## config.mk

```make
export PLATFORM = sky130hd
export DESIGN_NAME = trace_buffer
export DESIGN_NICKNAME = d
export VERILOG_FILES = /design/src/rtl/trace_buffer.sv
export SDC_FILE = /design/constraint.sdc
export NUM_CORES = 1
export LEC_CHECK = 0
export BUFFER_PORTS_ARGS = -buffer_cell sky130_fd_sc_hd__buf_2
export CAP_MARGIN = 20
export CORE_UTILIZATION = 65
export DETAILED_ROUTE_END_ITERATION = 6
export PLACE_DENSITY = 0.83
export SYNTH_ARGS = -nofsm -noshare
export SYNTH_HDL_FRONTEND = slang
export SYNTH_SLANG_ARGS = --single-unit
```

## constraint.sdc

```tcl
create_clock -name clk_i -period 13.15 [get_ports clk_i]
set_clock_uncertainty 0.15 [all_clocks]
set_input_delay 1.315 -clock clk_i [delete_from_list [all_inputs] [get_ports clk_i]]
set_output_delay 1.315 -clock clk_i [all_outputs]
set_load 0.005 [all_outputs]
```

## src/rtl/trace_buffer.sv

```systemverilog
// Instruction trace buffer: captures {PC, instruction} pairs into a circular
// store under wrap, stop-on-full or trigger modes, then drains oldest-first.
module trace_buffer #(
   parameter int unsigned DW       = 32,
   parameter int unsigned DEPTH    = 16,
   parameter int unsigned POST_CNT = 4,
   parameter int unsigned CW       = $clog2(DEPTH) + 1
) (
   input  logic          clk_i,
   input  logic          rst_ni,
   input  logic          arm_i,
   input  logic          stop_i,
   input  logic [1:0]    mode_i,
   input  logic [DW-1:0] trig_pc_i,
   input  logic          cap_valid_i,
   input  logic [DW-1:0] cap_pc_i,
   input  logic [DW-1:0] cap_instr_i,
   input  logic          rd_ready_i,
   output logic          rd_valid_o,
   output logic [DW-1:0] rd_pc_o,
   output logic [DW-1:0] rd_instr_o,
   output logic [CW-1:0] count_o,
   output logic [1:0]    state_o,
   output logic          overflow_o
);

   localparam int unsigned AW = $clog2(DEPTH);

   typedef enum logic [1:0] {
      S_IDLE    = 2'b00,
      S_CAPTURE = 2'b01,
      S_POST    = 2'b10,
      S_DONE    = 2'b11
   } state_t;

   localparam logic [1:0] MODE_WRAP = 2'b00;
   localparam logic [1:0] MODE_STOP = 2'b01;
   localparam logic [1:0] MODE_TRIG = 2'b10;

   state_t           state;
   logic [1:0]       mode;
   logic [AW-1:0]    wr_ptr;
   logic [AW-1:0]    rd_ptr;
   logic [AW-1:0]    post_cnt;
   logic [CW-1:0]    count;
   logic             overflow;
   logic [2*DW-1:0]  mem [DEPTH];

   logic             full;
   logic             wr_en;
   logic             pop;
   logic             trig_hit;
   logic [2*DW-1:0]  rd_word;

   // Write/pop qualifiers; arm takes priority over any capture or pop.
   always_comb begin
      full     = (count == CW'(DEPTH));
      wr_en    = !arm_i && cap_valid_i && ((state == S_CAPTURE) || (state == S_POST));
      pop      = !arm_i && rd_valid_o && rd_ready_i;
      trig_hit = (mode == MODE_TRIG) && (cap_pc_i == trig_pc_i);
   end

   // Read port presents the oldest entry with no added latency, zero when empty.
   always_comb begin
      rd_valid_o = (state == S_DONE) && (count != '0);
      rd_word    = mem[rd_ptr];
      rd_pc_o    = rd_valid_o ? rd_word[2*DW-1:DW] : '0;
      rd_instr_o = rd_valid_o ? rd_word[DW-1:0]    : '0;
   end

   // Storage array, deliberately not reset.
   always_ff @(posedge clk_i) begin
      if (wr_en) begin
         mem[wr_ptr] <= {cap_pc_i, cap_instr_i};
      end
   end

   // Control FSM with pointers, occupancy, post-trigger counter and sticky overflow.
   always_ff @(posedge clk_i or negedge rst_ni) begin
      if (!rst_ni) begin
         state    <= S_IDLE;
         mode     <= MODE_WRAP;
         wr_ptr   <= '0;
         rd_ptr   <= '0;
         post_cnt <= '0;
         count    <= '0;
         overflow <= 1'b0;
      end else if (arm_i) begin
         state    <= S_CAPTURE;
         mode     <= (mode_i == 2'b11) ? MODE_STOP : mode_i;
         wr_ptr   <= '0;
         rd_ptr   <= '0;
         post_cnt <= '0;
         count    <= '0;
         overflow <= 1'b0;
      end else begin
         if (wr_en) begin
            wr_ptr <= wr_ptr + AW'(1);
            if (full) begin
               rd_ptr   <= rd_ptr + AW'(1);
               overflow <= 1'b1;
            end else begin
               count <= count + CW'(1);
            end
         end
         if (pop) begin
            rd_ptr <= rd_ptr + AW'(1);
            count  <= count - CW'(1);
         end
         case (state)
            S_CAPTURE: begin
               if (stop_i) begin
                  state <= S_DONE;
               end else if (wr_en) begin
                  if ((mode == MODE_STOP) && (count == CW'(DEPTH - 1))) begin
                     state <= S_DONE;
                  end else if (trig_hit) begin
                     post_cnt <= AW'(POST_CNT);
                     state    <= (POST_CNT == 0) ? S_DONE : S_POST;
                  end
               end
            end
            S_POST: begin
               if (wr_en) begin
                  post_cnt <= post_cnt - AW'(1);
                  if (post_cnt == AW'(1)) begin
                     state <= S_DONE;
                  end
               end
               if (stop_i) begin
                  state <= S_DONE;
               end
            end
            default: ;
         endcase
      end
   end

   assign count_o    = count;
   assign state_o    = state;
   assign overflow_o = overflow;

endmodule

```

==> flow_summary.toml <==
[floorplan]
die_width_um = 252
fp.coreArea_um2 = 61800
fp-row-count = 91
die_h_um = 252
io_pins = 177
start_util_pct = 65.8
design.die.area_um2 = 63600

[clocking]
htreeDepth = 3
cts_resized = 0
cts_max_path_buffers = 3
clock_latency_ns = 0.65
cts_root_buffer = "clkbuf_16"
clkTransAtPathRegs_ns = 0.07
cts_tree = "done"
numCtsBuffers = 98
cts_sinks = 1046
cts_setup_buffers = 0
ctsHoldBuffers = 0

[setup_path]
path_cells = "buf_4 -> buf_4 -> mux4_2 -> mux4_2 -> nor2b_1 -> buf_2"
cp-end-kind = "primary output"
cp.arrival_ns = 4.97
cp-start-kind = "flop"
slowest_stage = "dfrtp_4"
critPathMaxFanout = 66
crit_start = "rd_ptr[1]"
max_stage_delay_ns = 1.09
critPathRequiredTime_ns = 11.69
timing.rr.start = "state_o[0]"
timing_worst_setup_path_type = "flop to primary output"

[drt]
vias_per_cell = 7.16
drt_wl_total_um = 106000
wl_per_cell_um = 37.0
drt-initial-drc-count = 3187
route.detailed.drc = 0
vias = 20489
antenna_left = 0
dr.pass1.iters = 7

[cells_and_area]
seq_area_um2 = 31300
layout.cells.most_common = "edfxtp_1"
multi_input_area_um2 = 8990
finalNonFillerCells = 2860
fillers = 3070
fin_util_pct = 74.4
layout_common_cells = "edfxtp_1 (1024), mux4_2 (320), buf_2 (176), clkbuf_16 (101), nor2b_1 (67)"
area_growth_syn_to_layout_pct = 13.1
nets = 2053
drive_gt1_share_pct = 34.7

[sta]
fin_hold_ws_ns = 0.366
setup_slack_ns = 6.71
rsz0062_at_grt = "no"
setup_viol = 0
maxSlewHeadroom_pct = 21.5
tightest_slew_ns = 1.18
final.min_clock_period_ns = 6.44
final.setup.tns_ns = 0
slew_violations = 0
fmax_ghz = 0.155
hold_viol_final = 0
finalCritPeriodShare_pct = 49.0

[global_route]
grt_first_pass_wirelength_um = 152000
grt_antenna_before_repair = 13
grtUsageTotal_pct = 34.4
grt_pass1_vias = 21452
met2_usage_pct = 55.9
met3_usage_pct = 8.35
grt_max_degree = 126
top_usage_layer = "met2"
overflow = 0
use_met1_pct = 45.4

[job]
maxCapViolCount = 0

[outcome]
outcome = "finished, final reports clean"

[synth]
synth.ff_latch_count = 1046
async_reset_ff_share_pct = 2.10
syn_area_per_cell_um2 = 23.8
synth_area_um2 = 40700
synth_edf_count = 1024
synthFlopType = "edfxtp_1"
syn-num-nets = 1828
yosys_warnings = 0
seq_area_frac_synth_pct = 76.9
synth_cell_types = 53
syn_inst = 1712

[worst_hold_path]
hp-class = "flop to flop"
min_from = "overflow_o"

[placed_design]
numPortBuffers = 176
dpl.hpwl_um = 47100
gp_congestion = 0.763
placed_cells = 2670
preCtsSetupSlack_ns = 7.56

[pwr]
p_per_area_nw_per_um2 = 153
leakagePower_uw = 0.0143
vdd_drop_max_uv = 130
-- kinds of logic after synthesis --
family,count (synthesis),share of synthesized area (%)
buffers and inverters,100,1.26
DFF,1046,76.9
and+or+nand+nor,156,2.14
xor gates and xnor gates,42,0.904
adders and majority gates,12,0.369
muxes,322,17.8
AOI/OAI and AO/OA,34,0.615
-- layer usage --
| metal | part of all wire, % | up-vias |
|---|---|---|
| met4 | 4.2 | 10 |
| met5 | 0.067 | - |
| met1 | 34 | 10676 |
| met3 | 12 | 296 |
| met2 | 50 | 1780 |
| li1 | - | 7727 |
-- cell usage after synthesis (all sizes together) (6+ instances only) --
cell	count	area, um^2
mux4	320	7210
nand4	10	62.6
dfrtp	22	551
xnor2	35	307
nor2	32	120
nand2	15	56.3
nor3	9	45.0
xor2	7	61.3
o21ai	6	30.0
edfxtp	1024	30700
buf	49	322
nor2b	67	419
inv	13	48.8
a21oi	10	50.1
clkbuf	38	144
ha	12	150
-- worst paths after layout --
check                            endpoint  slack (ns)  depth (start not counted)
max reg2reg                     mem[8][8]        9.19                          8
max in group asynchronous       rd_ptr[0]       11.94                          1
max                        rd_instr_o[27]        6.71                          6
min in group asynchronous      overflow_o        0.49                          1
min                            overflow_o        0.37                          2
min reg2reg                    overflow_o        0.37                          2
-- worst max-delay path: cells and delay by family, from the launching register on --
family | cells | cell delay, ns
mux | 2 | 0.93
simple gates | 1 | 0.22
flops | 1 | 1.09
buf+inv | 3 | 2.02
-- where the power goes --
group	switching (uW)	internal [uW]
logic	187	139
clock network	1280	1750
registers	17.3	3680
-- final cells by class --
class                   count  area share, %
flip-flops and latches   1046           68.1
multi-input cells         566           19.5
clock buffers             126           5.70
repair buffers            212           2.70
well taps                 837           2.28
clock inverters            53           1.56
inverters                  13          0.106
diodes                      7         0.0381
-- flip-flops by register name, summed over array words and instances, names as in the netlist --
signal,count
count_o,5
overflow_o,1
mem,1024
mode,2
post_cnt,4
rd_ptr,4
wr_ptr,4
state_o,2
-- through the flow --
step	power [uW]	instance area, um^2
floorplan	3950	40700
global placement	4070	42500
detailed placement	4080	42500
CTS	7050	45900
global route	7180	46000
finish	7040	46000
Power figures use the tool's default switching activity.
